File: src/rtl/aes_load_sequencer_pkg.sv
// aes_load_sequencer_pkg: shared field selects, FSM encoding and ASCII constants
package aes_load_sequencer_pkg;
  localparam logic [1:0] FLD_IV  = 2'd0;
  localparam logic [1:0] FLD_MSG = 2'd1;
  localparam logic [1:0] FLD_KEY = 2'd2;
  localparam logic [1:0] FLD_RND = 2'd3;
  localparam logic [7:0] ASCII_0 = 8'h30;
  localparam logic [7:0] ASCII_A = 8'h41;
  typedef enum logic [2:0] {IDLE, LOAD, WAIT, DONE, ERR} state_t;
endpackage

File: src/rtl/aes_load_sequencer_if.sv
// aes_load_sequencer_if: sequencer-to-AES-core load/result handshake
interface aes_load_sequencer_if #(
  parameter int DATA_W  = 16,
  parameter int ROUND_W = 4
);
  logic core_load;
  logic core_finish;
  logic [DATA_W-1:0] core_iv;
  logic [DATA_W-1:0] core_data;
  logic [DATA_W-1:0] core_key;
  logic [DATA_W-1:0] core_result;
  logic [ROUND_W-1:0] core_round;
  modport master(
    output core_load, core_iv, core_data, core_key, core_round,
    input  core_finish, core_result
  );
  modport slave(
    input  core_load, core_iv, core_data, core_key, core_round,
    output core_finish, core_result
  );
endinterface

File: src/rtl/aes_load_sequencer_nib_to_ascii.sv
// nib_to_ascii: maps one hex nibble to its ASCII character 0-9 / A-F
module nib_to_ascii
  import aes_load_sequencer_pkg::*;
(
  input  logic [3:0] nib,
  output logic [7:0] ascii
);
  always_comb ascii = nib < 4'd10 ? ASCII_0 + {4'd0, nib} : ASCII_A + {4'd0, nib} - 8'd10;
endmodule

File: src/rtl/aes_load_sequencer.sv
// aes_load_sequencer: nibble-loaded AES operand registers with load/finish/timeout sequencing
module aes_load_sequencer
  import aes_load_sequencer_pkg::*;
#(
  parameter int DATA_W      = 16,
  parameter int ROUND_W     = 4,
  parameter int TIMEOUT_CYC = 1024
)(
  input  logic                         clk,
  input  logic                         nrst,
  input  logic                         wr_en,
  input  logic [1:0]                   wr_field,
  input  logic [$clog2(DATA_W/4)-1:0]  wr_nib,
  input  logic [3:0]                   wr_data,
  input  logic                         start,
  input  logic                         disp_req,
  aes_load_sequencer_if.master         core,
  output logic                         busy,
  output logic                         done,
  output logic                         err,
  output logic                         oled_en,
  output logic [8*(DATA_W/4)-1:0]      ascii_out
);
  localparam int NIBS  = DATA_W / 4;
  localparam int CNT_W = $clog2(TIMEOUT_CYC);
  state_t state, state_nx;
  logic [DATA_W-1:0] iv_q, msg_q, key_q, result_q;
  logic [ROUND_W-1:0] round_q;
  logic [CNT_W-1:0] cnt;
  logic idle_like, go, wr_ok, timeout, oled_q;
  always_comb begin
    idle_like = state inside {IDLE, DONE, ERR};
    go        = idle_like && start;
    wr_ok     = idle_like && wr_en && !start && int'(wr_nib) < NIBS;
    timeout   = cnt == CNT_W'(TIMEOUT_CYC - 1);
  end
  always_ff @(posedge clk or negedge nrst)
    if (!nrst) state <= IDLE;
    else       state <= state_nx;
  always_comb
    state_nx = go              ? (round_q == '0 ? ERR : LOAD)
             : state == LOAD   ? WAIT
             : state == WAIT   ? (core.core_finish ? DONE : timeout ? ERR : WAIT)
             : state;
  always_comb begin
    core.core_load  = state == LOAD;
    core.core_iv    = iv_q;
    core.core_data  = msg_q;
    core.core_key   = key_q;
    core.core_round = round_q;
    busy            = state inside {LOAD, WAIT};
    done            = state == DONE;
    err             = state == ERR;
    oled_en         = oled_q;
  end
  always_ff @(posedge clk or negedge nrst)
    if (!nrst) begin
      iv_q     <= '0;
      msg_q    <= '0;
      key_q    <= '0;
      round_q  <= '0;
      result_q <= '0;
      cnt      <= '0;
      oled_q   <= 1'b0;
    end else begin
      oled_q <= state == DONE && disp_req;
      cnt    <= state == WAIT ? cnt + 1'b1 : '0;
      if (state == WAIT && core.core_finish) result_q <= core.core_result;
      if (wr_ok && wr_field == FLD_IV)  iv_q[4*wr_nib +: 4]  <= wr_data;
      if (wr_ok && wr_field == FLD_MSG) msg_q[4*wr_nib +: 4] <= wr_data;
      if (wr_ok && wr_field == FLD_KEY) key_q[4*wr_nib +: 4] <= wr_data;
      if (wr_ok && wr_field == FLD_RND && wr_nib == '0) round_q <= ROUND_W'(wr_data);
    end
  for (genvar i = 0; i < NIBS; i++) begin : g_asc
    nib_to_ascii u_nib (.nib(result_q[4*i +: 4]), .ascii(ascii_out[8*i +: 8]));
  end
endmodule

File: src/flat_wrapper.sv
// flat-port wrapper written by rule: the top's interface ports become plain ports
module aes_load_sequencer_flat import aes_load_sequencer_pkg::*;
#(
  parameter int DATA_W      = 16,
  parameter int ROUND_W     = 4,
  parameter int TIMEOUT_CYC = 1024
)
  (clk, nrst, wr_en, wr_field, wr_nib, wr_data, start, disp_req, busy, done, err, oled_en, ascii_out, core_core_load, core_core_iv, core_core_data, core_core_key, core_core_round, core_core_finish, core_core_result);
  aes_load_sequencer_if #(.DATA_W(DATA_W), .ROUND_W(ROUND_W)) core_i ();
  input  logic clk;
  input  logic nrst;
  input  logic wr_en;
  input  logic [1:0] wr_field;
  input  logic [$clog2(DATA_W/4)-1:0] wr_nib;
  input  logic [3:0] wr_data;
  input  logic start;
  input  logic disp_req;
  output logic busy;
  output logic done;
  output logic err;
  output logic oled_en;
  output logic [8*(DATA_W/4)-1:0] ascii_out;
  output wire logic [$bits(core_i.core_load)-1:0] core_core_load;
  output wire logic [$bits(core_i.core_iv)-1:0] core_core_iv;
  output wire logic [$bits(core_i.core_data)-1:0] core_core_data;
  output wire logic [$bits(core_i.core_key)-1:0] core_core_key;
  output wire logic [$bits(core_i.core_round)-1:0] core_core_round;
  input wire logic [$bits(core_i.core_finish)-1:0] core_core_finish;
  input wire logic [$bits(core_i.core_result)-1:0] core_core_result;
  assign core_core_load = core_i.core_load;
  assign core_core_iv = core_i.core_iv;
  assign core_core_data = core_i.core_data;
  assign core_core_key = core_i.core_key;
  assign core_core_round = core_i.core_round;
  assign core_i.core_finish = core_core_finish;
  assign core_i.core_result = core_core_result;
  aes_load_sequencer #(.DATA_W(DATA_W), .ROUND_W(ROUND_W), .TIMEOUT_CYC(TIMEOUT_CYC)) u_core (.clk(clk), .nrst(nrst), .wr_en(wr_en), .wr_field(wr_field), .wr_nib(wr_nib), .wr_data(wr_data), .start(start), .disp_req(disp_req), .core(core_i), .busy(busy), .done(done), .err(err), .oled_en(oled_en), .ascii_out(ascii_out));
endmodule
File: config.mk
export PLATFORM = sky130hd
export DESIGN_NAME = aes_load_sequencer_flat
export DESIGN_NICKNAME = d
export VERILOG_FILES = /design/src/rtl/aes_load_sequencer_pkg.sv /design/src/rtl/aes_load_sequencer_if.sv /design/src/rtl/aes_load_sequencer_nib_to_ascii.sv /design/src/rtl/aes_load_sequencer.sv /design/src/flat_wrapper.sv
export SDC_FILE = /design/constraint.sdc
export NUM_CORES = 1
export LEC_CHECK = 0
export CAP_MARGIN = 0
export CORE_MARGIN = 4
export CORE_UTILIZATION = 48
export CTS_CLUSTER_DIAMETER = 60
export DETAILED_ROUTE_END_ITERATION = 6
export PLACE_DENSITY = 0.87
export SYNTH_ARGS = -nofsm -noshare
export SYNTH_HDL_FRONTEND = slang
export SYNTH_SLANG_ARGS = --single-unit
File: constraint.sdc
create_clock -name clk -period 2.05 [get_ports clk]
set_input_delay 0.41 -clock clk [delete_from_list [all_inputs] [get_ports clk]]
set_output_delay 0.41 -clock clk [all_outputs]
set_load 0.03 [all_outputs]
==> reports/metrics.csv, run 1 <==
metric,value,unit
yosysWarningCount,0,
coreArea,8680,um^2
setup_viol,0,
synth_top_cell_area_share,0.483,
synth_mux_area_frac,0.177,
fin_area,5770,um^2
grt_pass1_wl,16700,um
synth_top_area_cell,dfrtp_1,
cpPeakStageDelay,0.42,ns
die_h,102,um
slew_violations,0,
drt_iter0_drc,141,
gp_congestion,0.886,
cts_tree,yes,
cts_sinks,82,
port_buffers,114,
syn_avg_cell_area,12.6,um^2
vias,3129,
yosys.area_share.adder,0.0295,
max_slew_margin,0.573,
io_pins,119,
endpoint_kind,primary output,
wl_per_cell,17.4,um
ys_ff_latch,82,
async_reset_ff_frac,1.00,
ys_seq_area_frac,0.483,
clk_path_buf_depth,2,
multi_input_area,2000,um^2
worst_r2r_path_depth,4,
hold_depth,1,
synthSimpleGateAreaFrac,0.118,
p_leak,2.77,nW
grt_pass1_vias,3274,
crit_path_top_delay_cell,dfrtp_1,
status,finished clean,
cts_root_buf,clkbuf_8,
power_density,1110,nW/um^2
finalCritPeriodShare,0.960,
fill_cells,641,
worst_skew_pair.late_latency,0.37,ns
dieWidth,102,um
ys_types,42,
syn_area,4250,um^2
grt_max_degree,39,
drc,0,
critPathMaxFanout,4,
synth_edf_count,0,
overflow,0,
synthToLayoutAreaGrowth,35.9,%
skew,0.0171,ns
htreeDepth,3,
cts_made_buffers,9,
antenna_found_initial,0,
hold_viol_final,0,
diodes,0,
ir_worst_vdd,0.469,mV
synth_area_leaders,"dfrtp_1 48%, mux2_4 11%, o211ai_4 4.0%, mux2_1 3.2%, mux2_2 3.2%",
worst_setup_path_start_kind,register,
wl,10300,um
synth_compound_area_frac,0.118,
row_count,34,
fin_util,0.665,
layout-drive-gt1-share,0.258,
crit_arrival,1.56,ns
drt_pass1_iterations,4,
synthXorXnorAreaFrac,0.0247,
final_nets,520,
start_util,0.489,
dpl.hpwl,7990,um
drv_cap,0,
seqCellArea,2050,um^2
grt_setup_unrepaired,false,
avgViaCountPerCell,5.28,
path_clk_slew,0.09,ns
ant_nets,0,
worst_slew_pin_slew,0.635,ns
synthesis.instances,338,
synth_top_family_by_area,multiplexers,
required,1.64,ns
worstSetupPathType,register to primary output,
hp-class,register to register,
synth_flop_cell,dfrtp_1,
crit_chain,"o21a_1, inv_1, a21o_1, clkdlybuf4s15_1",
clock.fmax,508,MHz
grt_use_total,0.208,
dieArea,10400,um^2
place_area,5650,um^2
finalWorstPathRequiredPeriod,1.97,ns
[cells in the mapped netlist (7+ instances only)]
cell type	number
mux2_4	32
nand3_1	16
mux2_1	12
xnor2_1	10
dfrtp_1	82
inv_1	25
o21ai_1	7
ha_1	10
a21oi_1	14
mux2_2	12
o21ai_0	7
and2_1	21
o21a_1	7
o211ai_4	8
[timing repair]
item	4_1_cts	5_1_grt
hold buffers	1	0
resized for setup	41	28
hold endpoints to repair	30	0
setup buffers	0	2
setup endpoints to repair	30	19
[stage by stage]
stage	total power (W)	setup TNS [ns]	hold WS (ns)	worst slack [ns]	std cells
3_5_place_dp	0.00559	-4.62	0.371	-0.224	574
5_1_grt	0.00676	0	0.529	0.000300	593
6_report	0.00639	0	0.506	0.0821	593
3_3_place_gp	0.00549	-3.49	0.368	-0.203	574
2_1_floorplan	0.00424	0	0.114	0.285	341
4_1_cts	0.00649	0	0.504	0.000782	591
[cell families after synthesis]
kind of cell | after synthesis
xor+xnor | 12
compound gates | 58
mux | 56
buf+inv | 40
fa+ha+maj | 10
other cells | 1
flops | 82
simple gates | 79
[critical path, delay by kind of cell, from the launching register on]
kind | cells | cell delay [ns]
buffers and inverters | 2 | 0.44
flip-flops | 1 | 0.42
AO/OA/AOI/OAI | 2 | 0.33
[layout by cell type, fill, tap and decap left out, types with 6 or more instances in the layout]
| cell type | Yosys | final |
|---|---|---|
| mux2_1 | 12 | 12 |
| a21oi_1 | 14 | 14 |
| o21ai_0 | 7 | 7 |
| buf_4 | 6 | 27 |
| mux2_2 | 12 | 12 |
| mux2_4 | 32 | 32 |
| nand3_1 | 16 | 16 |
| dlygate4sd2_1 | 0 | 12 |
| o21a_1 | 7 | 7 |
| nor2_1 | 6 | 6 |
| ha_1 | 10 | 10 |
| dfrtp_1 | 82 | 82 |
| inv_1 | 25 | 25 |
| clkdlybuf4s50_1 | 0 | 81 |
| o21ai_1 | 7 | 7 |
| o211ai_4 | 8 | 8 |
| and2_1 | 21 | 21 |
| clkbuf_8 | 0 | 9 |
| clkbuf_2 | 0 | 14 |
| nand2_1 | 6 | 6 |
| xnor2_1 | 10 | 10 |
[power by group]
part,total (W),switching [W],internal [W]
Sequential,0.00210,0.000223,0.00187
Clock,0.00115,0.000670,0.000475
Combinational,0.00315,0.00197,0.00118
Total,0.00639,0.00286,0.00353
[metal layers]
layer	vias up	GRT usage	part of all wire
li1	1468	-	-
met1	1545	0.264	0.43
met2	91	0.341	0.49
met3	25	0.0485	0.056
met4	0	0.0898	0.029
met5	-	0	0
[final timing paths]
kind,slack [ns],end,startpoint
min,0.51,u_core.cnt[0],u_core.cnt[0]
min in group asynchronous,0.54,u_core.core.core_key[6],nrst
max reg2reg,0.29,u_core.state[2],u_core.cnt[0]
max in group asynchronous,0.95,u_core.cnt[8],nrst
max,0.08,ascii_out[20],u_core.result_q[10]
min reg2reg,0.51,u_core.cnt[0],u_core.cnt[0]
[flip-flops by register name, indices dropped and copies added, names as in the netlist]
signal / cells
u_core.state: 3
u_core.oled_en: 1
u_core.core.core_key: 16
u_core.core.core_data: 16
u_core.core.core_iv: 16
u_core.result_q: 16
u_core.core.core_round: 4
u_core.cnt: 10
[layout make-up]
cell class                 count  share of cell area
tap                          108              0.0234
inverter                      25              0.0163
timing repair buffer         143               0.225
clock buffer                   9              0.0215
multi-input combinational    219               0.346
clock inverter                 7              0.0119
sequential                    82               0.356
Note: power is estimated with default switching activity, not from simulation.
==> run 2, diff against run 1 <==
- MAX_ROUTING_LAYER: default -> met4
- SKIP_CTS_REPAIR_TIMING: default -> 1
==> run 2 against run 1 <==
  * Fmax rose by 0.44%
  * Via count is 1.6% higher
  * Sequential power barely moved
  * Combinational power up 7.0%
  * Highest routed layer unchanged
  * Sequential share of layout area fell by 0.84 points
  * Wire length increased by 1.3%
  * Worst hold slack gained 0.0013 ns
  * Register-to-register slack hardly changed
  * Critical endpoint is now ascii_out[6]
  * First-iteration DRC count is 8.5% lower
  * Critical path depth is 1 higher
  * Clock skew rose by 0.00070 ns
==> reports/metrics.csv, run 2 (synthesis results as in run 1) <==
metric,value,unit,change
status,finished clean,,
worst_setup_path_start_kind,register,,
wl_per_cell,17.6,um,+1.3%
setup_viol,0,,unchanged
r2r_slack,0.29,ns,about the same
die_h,102,um,unchanged
cts_sinks,82,,unchanged
finalWorstPathRequiredPeriod,1.96,ns,-0.00864 ns
io_pins,119,,unchanged
highest_layer,met4,,
r2r_start,u_core.cnt[0],,
power,0.00661,W,+3.5%
drt_iter0_drc,129,,-8.5%
max_slew_margin,0.573,,unchanged
wirelength_met1,4380,um,-0.50%
avgViaCountPerCell,5.36,,+1.6%
start_util,0.489,,unchanged
drc,0,,unchanged
endpoint_kind,primary output,,
synthToLayoutAreaGrowth,39.2,%,
seqCellArea,2050,um^2,unchanged
path_clk_slew,0.09,ns,about the same
cts_made_buffers,9,,unchanged
row_count,34,,unchanged
crit_arrival,1.55,ns,about the same
grt_pass1_vias,3270,,-0.12%
place_area,5650,um^2,unchanged
finalCritPeriodShare,0.956,,-0.00422
coreArea,8680,um^2,unchanged
worst_skew_pair.late_latency,0.37,ns,about the same
htreeDepth,3,,unchanged
skew,0.0178,ns,+0.000702 ns
drt_pass1_iterations,4,,unchanged
power_density,1120,nW/um^2,+1.0%
worstSetupPathType,register to primary output,,
met2WireLength,5160,um,+2.7%
fin_area,5910,um^2,+2.4%
final_cell_mix,"82 x dfrtp_1, 81 x clkdlybuf4s50_1, 32 x mux2_4",,
cts_root_buf,clkbuf_8,,
fill_cells,607,,-5.3%
ir_worst_vdd,0.580,mV,+24%
required,1.64,ns,about the same
dr_wl_met3,606,um,+4.8%
diodes,0,,unchanged
antenna_found_initial,0,,unchanged
layout-drive-gt1-share,0.233,,-0.0247
grt_use_total,0.214,,+0.00584
grt_max_degree,39,,unchanged
critPathMaxFanout,4,,unchanged
ant_nets,0,,unchanged
grt_pass1_wl,16600,um,-0.16%
min_from,u_core.cnt[0],,
hold_viol_final,0,,unchanged
vias,3178,,+1.6%
worst_slew_pin_slew,0.635,ns,+0.000000238 ns
dieArea,10400,um^2,unchanged
cts_tree,yes,,
clk_path_buf_depth,2,,unchanged
gp_congestion,0.901,,+1.7%
dpl.hpwl,7990,um,unchanged
holdPathEnd,u_core.cnt[0],,
fin_util,0.681,,+0.0161
overflow,0,,unchanged
multi_input_area,2000,um^2,unchanged
hp-class,register to register,,
wl,10400,um,+1.3%
drv_cap,0,,unchanged
final_nets,520,,unchanged
hold_depth,1,,unchanged
layout_commonest_cell,dfrtp_1,,
worst_r2r_path_depth,4,,unchanged
r2r-end,u_core.state[1],,
p_leak,3.01,nW,+8.7%
port_buffers,114,,unchanged
slew_violations,0,,unchanged
dieWidth,102,um,unchanged
clock.fmax,510,MHz,+0.44%
-- run 2: cell count changes in the layout (fill, tap and decap cells not counted), sizes merged --
cell           change
clkbuf            -10
dlygate4sd2       -12
buf                -2
clkdlybuf4s15      -2
dlymetal6s2s      +26
-- run 2: worst max-delay path, stage by stage, from the launching register on --
cell	delay, ns
dfrtp_1	0.42
o21a_1	0.19
inv_1	0.07
a21o_1	0.16
inv_1	0.05
dlymetal6s2s_1	0.31
-- run 2: routing by layer --
| metal | up-vias | global-route usage |
|---|---|---|
| met5 | - | - |
| met4 | 0 | 0.0898 |
| met3 | 25 | 0.0444 |
| met2 | 116 | 0.341 |
| met1 | 1564 | 0.265 |
| li1 | 1473 | - |
-- run 2: cell type report --
class                           instances  share of cell area
Tap cell                              108              0.0229
Inverter                               25              0.0159
Clock inverter                          7              0.0116
Clock buffer                            9              0.0210
Timing Repair Buffer                  143               0.244
Multi-Input combinational cell        219               0.338
Sequential cell                        82               0.347
-- run 2: power breakdown --
part	leakage (nW)	switching (W)	internal, W
sequential	1.10	0.000224	0.00187
combinational	1.81	0.00197	0.00140
clock	0.0933	0.000667	0.000475
total	3.01	0.00286	0.00375
-- run 2: worst max path at each step --
| stage | cells after the start | start | end | slack (ns) |
|---|---|---|---|---|
| 2_1_floorplan | 4 | u_core.state[0] | err | 0.29 |
| 3_5_place_dp | 7 | wr_nib[0] | u_core.core.core_data[3] | -0.22 |
| 4_1_cts | 4 | u_core.result_q[9] | ascii_out[17] | -0.36 |
| 5_1_grt | 5 | u_core.result_q[2] | ascii_out[6] | -0.02 |
| 3_3_place_gp | 7 | wr_nib[0] | u_core.core.core_data[3] | -0.20 |
| 6_report | 5 | u_core.result_q[2] | ascii_out[6] | 0.09 |
-- run 2: metrics by stage --
step / hold WS, ns / std cells / setup TNS, ns / worst slack, ns
after floorplan: 0.114 / 341 / 0 / 0.285
after global placement: 0.368 / 574 / -3.49 / -0.203
after detailed placement: 0.371 / 574 / -4.62 / -0.224
after CTS: -0.0230 / 590 / -6.57 / -0.359
after global routing: 0.529 / 593 / -0.0153 / -0.0153
final: 0.508 / 593 / 0 / 0.0907
